[config.mk]
export PLATFORM = sky130hd
export DESIGN_NAME = md_unit
export DESIGN_NICKNAME = d
export VERILOG_FILES = /design/src/rtl/md_pkg.sv /design/src/rtl/md_unit.sv
export SDC_FILE = /design/constraint.sdc
export NUM_CORES = 1
export LEC_CHECK = 0
export CORE_ASPECT_RATIO = 0.5
export CORE_UTILIZATION = 59
export CTS_BUF_LIST = sky130_fd_sc_hd__clkbuf_2
export CTS_CLUSTER_DIAMETER = 120
export DETAILED_ROUTE_END_ITERATION = 8
export GPL_TIMING_DRIVEN = 0
export PLACE_DENSITY = 0.82
export SLEW_MARGIN = 20
export SYNTH_ARGS = -nofsm -noshare
export SYNTH_HDL_FRONTEND = slang
export SYNTH_SLANG_ARGS = --single-unit
[constraint.sdc]
create_clock -name clk -period 5.4 [get_ports clk]
set_input_delay 1.08 -clock clk [delete_from_list [all_inputs] [get_ports clk]]
set_output_delay 1.08 -clock clk [all_outputs]
set_load 0.02 [all_outputs]
[src/rtl/md_pkg.sv]
// Shared types and helpers for the iterative multiply/divide unit.
// cond_neg works at the widest supported datapath width; callers cast in and out.
package md_pkg;

   localparam int unsigned MD_N     = 32;
   localparam int unsigned MD_W     = 2 * MD_N;
   localparam int unsigned MD_CNT_W = $clog2(MD_N);

   typedef enum logic [1:0] {
      IDLE,
      CALC,
      FIX
   } md_state_t;

   // Two's-complement negation when neg is set; used for |operand| and sign fix-up.
   function automatic logic [MD_W-1:0] cond_neg(input logic [MD_W-1:0] value, input logic neg);
      return neg ? (~value + MD_W'(1)) : value;
   endfunction

endpackage

[src/rtl/md_unit.sv]
// Iterative MIPS multiply/divide unit: radix-2 shift-add multiply, restoring divide,
// architectural HI/LO with MTHI/MTLO writes. One iteration per cycle, N+1 cycles busy.
module md_unit
   import md_pkg::*;
#(
   parameter int unsigned N = MD_N
) (
   input  logic         clk,
   input  logic         rst_n,
   input  logic         start,
   input  logic         div,
   input  logic         u,
   input  logic [N-1:0] a,
   input  logic [N-1:0] b,
   input  logic         hi_we,
   input  logic         lo_we,
   input  logic [N-1:0] wdata,
   output logic         busy,
   output logic         done,
   output logic         dz,
   output logic [N-1:0] hi,
   output logic [N-1:0] lo
);

   localparam int unsigned W2 = 2 * N;
   localparam int unsigned CW = $clog2(N);

   md_state_t     state;
   logic [CW-1:0] cnt;
   logic [W2-1:0] acc;
   logic [N-1:0]  mb;
   logic [N-1:0]  a_orig;
   logic          is_div;
   logic          neg_q;
   logic          neg_r;

   logic [N:0]    sum;
   logic [N:0]    trial;
   logic [N-1:0]  diff;
   logic [W2-1:0] step;
   logic [N-1:0]  a_abs;
   logic [N-1:0]  b_abs;
   logic [W2-1:0] prod;
   logic [N-1:0]  quo;
   logic [N-1:0]  rem;

   // acc holds {partial product, multiplier} for multiply and {remainder, dividend/quotient} for divide.
   always_comb begin
      sum   = {1'b0, acc[W2-1:N]} + (acc[0] ? {1'b0, mb} : '0);
      trial = {acc[W2-1:N], acc[N-1]};
      diff  = N'(trial - {1'b0, mb});
      step  = {sum, acc[N-1:1]};
      if (is_div) begin
         if (trial >= {1'b0, mb}) step = {diff, acc[N-2:0], 1'b1};
         else                     step = {trial[N-1:0], acc[N-2:0], 1'b0};
      end
   end

   always_comb begin
      a_abs = N'(cond_neg(MD_W'(a), ~u & a[N-1]));
      b_abs = N'(cond_neg(MD_W'(b), ~u & b[N-1]));
      prod  = W2'(cond_neg(MD_W'(acc), neg_q));
      quo   = N'(cond_neg(MD_W'(acc[N-1:0]), neg_q));
      rem   = N'(cond_neg(MD_W'(acc[W2-1:N]), neg_r));
   end

   always_ff @(posedge clk or negedge rst_n) begin
      if (!rst_n) begin
         state  <= IDLE;
         cnt    <= '0;
         acc    <= '0;
         mb     <= '0;
         a_orig <= '0;
         is_div <= 1'b0;
         neg_q  <= 1'b0;
         neg_r  <= 1'b0;
         busy   <= 1'b0;
         done   <= 1'b0;
         dz     <= 1'b0;
         hi     <= '0;
         lo     <= '0;
      end else begin
         done <= 1'b0;
         case (state)
            IDLE: begin
               if (hi_we) hi <= wdata;
               if (lo_we) lo <= wdata;
               if (start) begin
                  acc    <= {{N{1'b0}}, a_abs};
                  mb     <= b_abs;
                  a_orig <= a;
                  is_div <= div;
                  neg_q  <= ~u & (a[N-1] ^ b[N-1]);
                  neg_r  <= ~u & a[N-1];
                  dz     <= div & (b == '0);
                  cnt    <= '0;
                  busy   <= 1'b1;
                  state  <= CALC;
               end
            end
            CALC: begin
               acc <= step;
               cnt <= cnt + CW'(1);
               if (cnt == CW'(N - 1)) state <= FIX;
            end
            FIX: begin
               // Divide-by-zero skips sign fix: LO all ones, HI the raw dividend.
               if (dz) begin
                  lo <= '1;
                  hi <= a_orig;
               end else if (is_div) begin
                  lo <= quo;
                  hi <= rem;
               end else begin
                  {hi, lo} <= prod;
               end
               busy  <= 1'b0;
               done  <= 1'b1;
               state <= IDLE;
            end
            default: state <= IDLE;
         endcase
      end
   end

endmodule

## After elaboration in Yosys (flattened, before gate mapping)

Cells that the tools add are included.

- Memories: 0
- Logic and storage cells: 76
- Latch bits: 0
- Input port bits: 103
- Memory bits (read-only): 0
- RAM bits: 0
- Bits in registers: 205

- Div/mod/pow operators: 0
- $mul: 0
- Add/sub/neg operators: 8
- Bitwise logic cells: 11
- Reduce and logical (&&, ||, !) cells: 10
- Shift operators: 0
- Eq/ne operators: 7
- Magnitude comparators: 1
- Muxes and demuxes: 26

Operator list:

| kind | count |
|---|---|
| 32-bit 2-to-1 mux | 11 |
| 64-bit 2-to-1 mux | 4 |
| 32-bit by 1-bit adder with 32-bit output (second input constant) | 4 |
| 32-bit inverter | 4 |
| 32-bit one-hot mux with 2 select lines | 2 |
| 64-bit one-hot mux with 2 select lines | 1 |
| 64-bit by 1-bit adder with 64-bit output (second input constant) | 1 |
| 64-bit inverter | 1 |
| 32-bit by 32-bit adder with 33-bit output | 1 |
| 33-bit by 32-bit >= comparator with 1-bit output | 1 |
| 32-bit zero test | 1 |
| 32-bit subtractor | 1 |
| 2-bit AND reduction | 6 |
| 5-bit one-hot mux with 2 select lines | 1 |
| 2-bit inequality test (second input constant) | 4 |
| 5-bit by 1-bit adder with 5-bit output (second input constant) | 1 |
| 5-bit equality test (second input constant) | 1 |
| 5-bit 2-to-1 mux | 1 |
| 1-bit bitwise AND | 4 |
| 2-bit 2-to-1 mux | 2 |
| 2-bit one-hot mux with 2 select lines | 1 |
| 2-bit nonzero test | 2 |
| 2-bit by 1-bit equality test with 1-bit output (second input constant) | 1 |
| 2-bit equality test (second input constant) | 1 |
| 5 further kinds | 6 |

## Logic depth before layout (Yosys ltp)

Gate-level depths: netlist of the first run.

- Depth after elaboration: 6
- Mapped depth: 15

## Least setup slack after synthesis of the first run

No wires, ideal clock.

- Path kind: register -> register
- From: register acc[0]
- To: register acc[62]
- Stages on the path, launching flop included: 15
- Setup slack: 2079 ps
- Arrival time: 3194 ps
- Period minus slack after synthesis: 3321 ps
- Setup time: 127 ps
- Cell sequence: dfrtp_1 clkbuf_1 inv_1 clkbuf_1 nor2_1 ha_1 and3_1 nor2b_1 a221oi_1 o21ai_0 a221o_1 a31o_2 a31o_2 a211oi_1 a21oi_1

- Word-level cells in the longest chain between the ends: 4

Ends and longest elaborated chain:

| item | RTL line | RTL |
|---|---|---|
| from (decl) | md_unit.sv:30 | `logic [W2-1:0] acc;` |
| from (signal assigned) | md_unit.sv:89 | `acc <= {{N{1'b0}}, a_abs};` |
| from (signal assigned) | md_unit.sv:102 | `acc <= step;` |
| 32-bit 2-to-1 mux | md_unit.sv:49 | `sum = {1'b0, acc[W2-1:N]} + (acc[0] ? {1'b0, mb} : '0);` |
| 32-bit by 32-bit adder with 33-bit output | md_unit.sv:49 |  |
| 64-bit 2-to-1 mux | md_unit.sv:53 | `if (is_div) begin` |
| 64-bit one-hot mux with 2 select lines | md_unit.sv:84 | `case (state)` |

Every way passes these cells.
A chain may end at the register's enable or synchronous reset.

## Final worst setup path of the first run

- From: register acc[0]
- To: register acc[55]

Same word-level chain as after synthesis.

==> results of run 1 <==
-- registers in the layout, indices dropped and copies added, names as in the netlist, 2 cells and up --
signal and count:
hi 32, lo 32, mb 32, acc 64, a_orig 32, cnt 5, state 2
-- placed cells by master (no fill, tap or decap), types with 12 or more instances in the layout --
cell / count
sky130_fd_sc_hd__o31ai_1: 21
sky130_fd_sc_hd__clkinv_1: 14
sky130_fd_sc_hd__xor2_1: 53
sky130_fd_sc_hd__mux2i_1: 33
sky130_fd_sc_hd__clkdlybuf4s50_1: 167
sky130_fd_sc_hd__a21oi_1: 126
sky130_fd_sc_hd__dfrtp_1: 205
sky130_fd_sc_hd__o21ai_0: 242
sky130_fd_sc_hd__a222oi_1: 26
sky130_fd_sc_hd__a31oi_1: 20
sky130_fd_sc_hd__nand4_1: 14
sky130_fd_sc_hd__inv_1: 65
sky130_fd_sc_hd__o22ai_1: 33
sky130_fd_sc_hd__nand2_1: 321
sky130_fd_sc_hd__ha_1: 70
sky130_fd_sc_hd__clkbuf_1: 98
sky130_fd_sc_hd__o21bai_1: 12
sky130_fd_sc_hd__and2_1: 13
sky130_fd_sc_hd__xnor2_1: 120
sky130_fd_sc_hd__o41ai_1: 12
sky130_fd_sc_hd__nor3_1: 34
sky130_fd_sc_hd__a22oi_1: 19
sky130_fd_sc_hd__nor2_1: 143
sky130_fd_sc_hd__a21o_1: 35
sky130_fd_sc_hd__nand2b_1: 17
sky130_fd_sc_hd__clkbuf_2: 69
sky130_fd_sc_hd__nand3_1: 29
sky130_fd_sc_hd__or4_1: 16
-- worst paths after layout --
check                      startpoint      end  slack, ns  cells after the start
hold reg to reg                lo[22]   lo[22]       0.48                      2
hold / removal                  rst_n   mb[26]       0.17                      1
setup reg to reg               acc[0]  acc[55]       1.01                     15
setup / recovery               acc[0]  acc[55]       1.01                     15
min in group clk               lo[22]   lo[22]       0.48                      2
max in group asynchronous       rst_n   lo[18]       4.13                      3
-- worst reg2reg max path, stage by stage, from the launching register on --
cell and delay, ns:
sky130_fd_sc_hd__dfrtp_1 0.35, sky130_fd_sc_hd__clkbuf_1 0.40, sky130_fd_sc_hd__inv_1 0.29, sky130_fd_sc_hd__clkbuf_1 0.30, sky130_fd_sc_hd__nor2_1 0.17, sky130_fd_sc_hd__ha_1 0.23, sky130_fd_sc_hd__clkbuf_1 0.20, sky130_fd_sc_hd__a21oi_1 0.18
sky130_fd_sc_hd__o21ai_0 0.12, sky130_fd_sc_hd__or3_1 0.38, sky130_fd_sc_hd__o21ba_2 0.24, sky130_fd_sc_hd__a31oi_1 0.50, sky130_fd_sc_hd__o21ai_0 0.25, sky130_fd_sc_hd__nor2_1 0.16, sky130_fd_sc_hd__xnor2_1 0.16, sky130_fd_sc_hd__a221o_1 0.35
-- metal layers --
layer	part of all wire, %	up-vias	wire, µm
met5	0	-	0
met4	3.1	0	1720
met3	13	162	7030
met2	43	986	23300
met1	41	7658	22600
li1	-	7475	-
-- kinds of logic after synthesis --
kind of cell	count (synthesis)	share of synthesized area [%]
compound gates	629	25.1
xor+xnor	173	9.72
fa+ha+maj	72	5.88
buf+inv	187	4.96
flops	205	32.9
mux	33	2.12
simple gates	658	19.3
-- metrics by stage --
step / TNS, ns / setup WS, ns / power, mW / hold slack [ns]
2_1_floorplan: 0 / 2.08 / 8.78 / 0.446
4_1_cts: 0 / 1.18 / 12.5 / 0.153
3_5_place_dp: 0 / 0.817 / 11.5 / 0.467
5_1_grt: 0 / 0.793 / 13.8 / 0.167
6_report: 0 / 1.01 / 12.8 / 0.169
3_3_place_gp: -1118.70 / -5.49 / 11.3 / 0.459
-- power breakdown --
part | total [mW] | leakage (nW) | internal [mW] | switching [mW]
Clock | 1.09 | 0.330 | 0.390 | 0.704
Combinational | 8.59 | 4.97 | 3.42 | 5.16
Sequential | 3.14 | 2.51 | 2.29 | 0.854
-- final cells by class --
| cell class | count | area (µm²) | share of cell area, % |
|---|---|---|---|
| antenna | 2 | 5.00 | 0.0275 |
| buffer | 121 | 526 | 2.89 |
| clock buffer | 68 | 340 | 1.87 |
| clock inverter | 18 | 101 | 0.557 |
| inverter | 66 | 248 | 1.36 |
| multi-input combinational | 1565 | 9690 | 53.2 |
| sequential | 205 | 5130 | 28.2 |
| tap | 344 | 430 | 2.36 |
| timing repair buffer | 170 | 1740 | 9.56 |
==> out/summary.md, run 1 <==
Clocking
* maximum clock insertion buffer count: 3
* CTS hold repair buffers: 0
* cts bufs inserted: 48
* number of H-tree levels: 2
* root buf cell: sky130_fd_sc_hd__clkbuf_2
* number of sinks on the clock net: 205
* Clock Latency Late Sink: 0.93 ns
* clk slew on worst S/H paths: 0.13 ns
* clock tree from TritonCTS: built
* buffers inserted by post-CTS timing repair: 0
* count of instances resized after the clock tree is built: 0

Synthesis
* cell count after synthesis: 1957
* Avg Cell Area, Syn: 7.97 µm²
* net count of the mapped netlist: 2132
* flip-flop cell with the highest count after synthesis: sky130_fd_sc_hd__dfrtp_1
* unique cell type count in the Yosys netlist: 83
* most repeated cell in the gate-level netlist after synthesis: sky130_fd_sc_hd__nand2_1
* Yosys warning count: 0
* cell types with the highest counts after synthesis: sky130_fd_sc_hd__nand2_1, sky130_fd_sc_hd__o21ai_0, sky130_fd_sc_hd__dfrtp_1, sky130_fd_sc_hd__nor2_1, sky130_fd_sc_hd__a21oi_1
* Yosys top cell by area: sky130_fd_sc_hd__dfrtp_1
* sequential cell area fraction in the yosys report: 32.9%
* number of flip-flops and latches in the synthesized netlist: 205
* ys async rst share: 100%
* cell area after synthesis: 0.0156 mm²
* Post-synth EDFFs: 0
* largest cells by area after synthesis: sky130_fd_sc_hd__dfrtp_1, sky130_fd_sc_hd__o21ai_0, sky130_fd_sc_hd__nand2_1
* portion of synthesized cell area occupied by the leading cell type: 32.9%

STA
* RSZ-0062 raised after global routing: no
* endpoints failing setup: 0
* Max Transition Viols Final: 0
* period utilization: 81.4%
* Layout Skew: 0.0635 ns
* Worst Max-Slew Pin Slew: 1.23 ns
* Max transition margin: 17.6%
* maximum clock frequency: 0.228 GHz
* post-layout minimum cycle time: 4.39 ns
* number of hold-slack violations in the final timing report: 0

Final layout
* non-filler instance count after layout: 2559
* synth-to-layout area growth: 16.8%
* layout cell share with drive strength beyond 1: 5.60%
* Post-Layout Inst Area: 0.0182 mm²
* post-route core utilization: 71.3%
* Filler Cells Inserted: 2162
* number of nets in the finished design: 2352

Placed design
* Port Buffers: 168
* final weighted congestion in routability-driven placement: 1.01
* HPWL after DPL: 41600 µm
* number of cells in the design after placement: 2471
* placed instance area: 0.0178 mm²

Global route
* global-route wire length before repair: 83500 µm
* met2 Resource Use GR: 61.3%
* GR Overflow Total: 0
* layer with the highest usage: met2
* met3 Use GR: 10.9%
* antenna violations before repair: 1
* maximum number of pins on one net before global-route repair: 86
* Global Route Usage Sum: 40.2%
* met1 layer usage reported by global route: 55.1%
* via count of the first global-routing pass: 15100

Drt
* number of nets still failing antenna checks after routing: 0
* routed wire length: 54700 µm
* per-cell via count in the routed design: 6.36
* routed via count: 16300
* number of iterations in the first detailed-routing pass: 9
* routed wirelength normalized by instance count: 21.4 µm
* starting DRC count in detailed routing: 1969
* Post-route DRC: 2

Critical path
* Buf/Inv on CP: 4
* highest net fanout along the worst path: 10
* CP Capture Type: flip-flop
* CP Data Arrival Time: 5.19 ns
* highest-delay cell along the critical path: sky130_fd_sc_hd__a31oi_1
* worst setup path class: reg -> reg
* Largest delay share family, worst path: compound AO/OA/AOI/OAI gates
* Setup crit start kind: flip-flop
* Critical Path Most Common Cell: sky130_fd_sc_hd__clkbuf_1
* critical path data required time: 6.19 ns
* worst path cell trace: clkbuf_1, inv_1, clkbuf_1, nor2_1, ha_1, clkbuf_1, a21oi_1, o21ai_0, or3_1, o21ba_2, a31oi_1, o21ai_0, nor2_1, xnor2_1, a221o_1
* slowest stage delay, CP: 0.50 ns

Outcome
* run status: finished, violations left
* violated checks: design-rule violations

Floorplan
* number of placement rows: 41
* die boundary width: 232 µm
* die footprint: 0.0271 mm²
* CORE AREA: 0.0255 mm²
* DIE HEIGHT: 117 µm
* Initial Utilization: 61.0%
* # IOs: 170

Power
* P per Cell Area: 704 mW/mm²
* leakage power: 7.81 nW
* worst voltage drop across the vdd grid: 281 µV

Worst hold path
* worst min path class: in -> async

Flow run
* max capacitance violation total: 0

(Power assumes the default switching activity.)
==> run 2, diff against run 1 <==
Settings changed: CORE_UTILIZATION 59 to 54, PLACE_DENSITY 0.82 to 0.79.
Clock period 5.4 ns to 3.7 ns, I/O delays scaled along.
==> out/summary.md, run 2 (synthesized netlist as in run 1, its figures left out) <==
Floorplan
* number of placement rows: 43, was 41
* Initial Utilization: 55.6%, was 61.0%
* CORE AREA: 0.0280 mm², was 0.0255 mm²
* die footprint: 0.0296 mm², was 0.0271 mm²
* die boundary width: 242 µm, was 232 µm
* # IOs: 170, unchanged
* DIE HEIGHT: 122 µm, was 117 µm

STA
* Max Transition Viols Final: 0, unchanged
* period utilization: 96.0%, was 81.4%
* post-layout minimum cycle time: 3.55 ns, was 4.39 ns
* endpoints failing setup: 0, unchanged
* Worst Max-Slew Pin Slew: 1.20 ns, was 1.23 ns
* number of hold-slack violations in the final timing report: 0, unchanged
* Layout Skew: 0.123 ns, was 0.0635 ns
* RSZ-0062 raised after global routing: no, unchanged
* worst setup margin: 0.148 ns, was 1.01 ns
* Max transition margin: 19.9%, was 17.6%
* maximum clock frequency: 0.282 GHz, was 0.228 GHz

Final layout
* number of nets in the finished design: 2353, was 2352
* Post-Layout Inst Area: 0.0184 mm², was 0.0182 mm²
* synth-to-layout area growth: 18.1%, was 16.8%
* most used cells in the layout excluding fill and tap cells: sky130_fd_sc_hd__nand2_1, sky130_fd_sc_hd__o21ai_0, sky130_fd_sc_hd__dfrtp_1, sky130_fd_sc_hd__clkdlybuf4s50_1, sky130_fd_sc_hd__nor2_1, unchanged
* layout cell share with drive strength beyond 1: 7.22%, was 5.60%
* flip-flop count of the largest register, all copies and words added: 64, unchanged
* post-route core utilization: 65.7%, was 71.3%
* largest register by flop count: acc, unchanged
* most common cell after layout, fill and taps aside: sky130_fd_sc_hd__nand2_1, unchanged

Clocking
* root buf cell: sky130_fd_sc_hd__clkbuf_2, unchanged
* number of H-tree levels: 2, unchanged
* number of sinks on the clock net: 205, unchanged
* maximum clock insertion buffer count: 3, unchanged
* clock tree from TritonCTS: built, unchanged
* clk slew on worst S/H paths: 0.12 ns, was 0.13 ns
* Clock Latency Late Sink: 0.98 ns, was 0.93 ns
* cts bufs inserted: 50, was 48

Drt
* routed wirelength normalized by instance count: 21.5 µm, was 21.4 µm
* routed wire length: 55900 µm, was 54700 µm
* number of nets still failing antenna checks after routing: 0, unchanged
* Post-route DRC: 1, was 2
* per-cell via count in the routed design: 6.25, was 6.36
* number of iterations in the first detailed-routing pass: 9, unchanged
* routed via count: 16300, about the same
* starting DRC count in detailed routing: 2035, was 1969

Placed design
* HPWL after DPL: 42200 µm, was 41600 µm
* final weighted congestion in routability-driven placement: 0.978, was 1.01
* placed instance area: 0.0178 mm², about the same
* Port Buffers: 168, unchanged
* setup slack after placement: -0.593 ns, was 0.817 ns

Critical path
* worst setup path class: reg -> reg, unchanged
* CP Capture Type: flip-flop, unchanged
* Setup crit start kind: flip-flop, unchanged
* highest net fanout along the worst path: 10, unchanged
* worst reg2reg setup slack: 0.15 ns, was 1.01 ns
* critical path data required time: 4.56 ns, was 6.19 ns
* CP Data Arrival Time: 4.41 ns, was 5.19 ns

Power
* leakage power: 7.89 nW, was 7.81 nW
* share of total power in sequential cells: 24.3%, was 24.5%
* share of total power in combinational logic: 67.3%, was 67.0%
* Switch Pwr: 9.97 mW, was 6.72 mW
* internal power component: 8.97 mW, was 6.10 mW
* P per Cell Area: 1030 mW/mm², was 704 mW/mm²
* worst voltage drop across the vdd grid: 380 µV, was 281 µV
* Clk network pwr share: 8.4%, was 8.5%
* switching share of total power: 52.6%, was 52.4%

Global route
* Global Route Usage Sum: 37.4%, was 40.2%
* GR Overflow Total: 0, unchanged
* global-route wire length before repair: 85300 µm, was 83500 µm
* via count of the first global-routing pass: 15200, was 15100
* maximum number of pins on one net before global-route repair: 93, was 86
* antenna violations before repair: 2, was 1

Worst hold path
* worst min path class: in -> reg, was in -> async

Outcome
* violated checks: design-rule violations, unchanged
* run status: finished, violations left, unchanged

Flow run
* max capacitance violation total: 0, unchanged

## run 2: cell types whose count changed in the layout (fill, tap and decap cells not counted), sizes merged
cell and change:
buf +5, bufinv -1, clkbuf -3, clkinv -1, clkinvlp +1, diode -1
dlygate4sd3 +1, inv +1
## run 2: what timing repair did
action | 4_1_cts | 5_1_grt
setup buffers | 2 | 4
pin swaps | 0 | 3
gates resized for setup | 14 | 21
hold endpoints to repair | 56 | 0
hold buffers | 1 | 0
setup endpoints to repair | 35 | 35
## run 2: power by group through the flow
stage | Clock [mW] | Combinational, mW | Sequential (mW)
after floorplan | 0 | 8.21 | 4.60
after global placement | 0 | 12.1 | 4.55
after detailed placement | 0 | 12.2 | 4.57
after CTS | 1.57 | 12.3 | 4.54
after global routing | 1.70 | 13.9 | 4.71
final | 1.58 | 12.8 | 4.60
## run 2: critical path, cell delays in order (launching register included)
cell and delay [ns]:
sky130_fd_sc_hd__dfrtp_2 0.47, sky130_fd_sc_hd__inv_2 0.17, sky130_fd_sc_hd__clkbuf_4 0.23, sky130_fd_sc_hd__nor2_1 0.07, sky130_fd_sc_hd__ha_1 0.39, sky130_fd_sc_hd__a21oi_1 0.20
sky130_fd_sc_hd__o21ai_0 0.13, sky130_fd_sc_hd__or3_1 0.38, sky130_fd_sc_hd__o21ba_2 0.25, sky130_fd_sc_hd__a31oi_4 0.27, sky130_fd_sc_hd__o21ai_0 0.20, sky130_fd_sc_hd__nor2_1 0.14
sky130_fd_sc_hd__xnor2_1 0.15, sky130_fd_sc_hd__a221o_1 0.36
## run 2: per-stage QoR
stage	instances	power (mW)	hold WS (ns)	TNS [ns]
4_1_cts	2600	18.4	0.0984	0
3_3_place_gp	2507	16.6	0.458	-1421.42
2_1_floorplan	1957	12.8	0.444	0
3_5_place_dp	2509	16.8	0.464	-9.55
6_report	2599	18.9	0.137	0
5_1_grt	2599	20.3	0.146	0
## run 2: per-layer routing
layer  track usage, %  routed length (µm)
met1             50.8               23300
met2             56.9               24000
met3             10.9                6780
met4             12.9                1780
met5            0.654                   0
## run 2: final cells by class
type	count	area, µm²
inverters	66	248
fillers	2476	9620
diodes	1	2.50
plain buffers	113	510
well taps	382	478
multi-input cells	1565	9800
clock inverters	18	81.3
flip-flops and latches	205	5130
clock buffers	72	360
repair buffers	177	1800
## run 2: worst paths after layout
| path | start | end | cells past startpoint |
|---|---|---|---|
| max reg2reg | acc[0] | acc[55] | 13 |
| max | acc[0] | acc[55] | 13 |
| min | a[23] | a_orig[23] | 3 |
| max in group asynchronous | rst_n | hi[20] | 4 |
| min in group asynchronous | rst_n | mb[16] | 2 |
| min reg2reg | mb[12] | mb[12] | 2 |
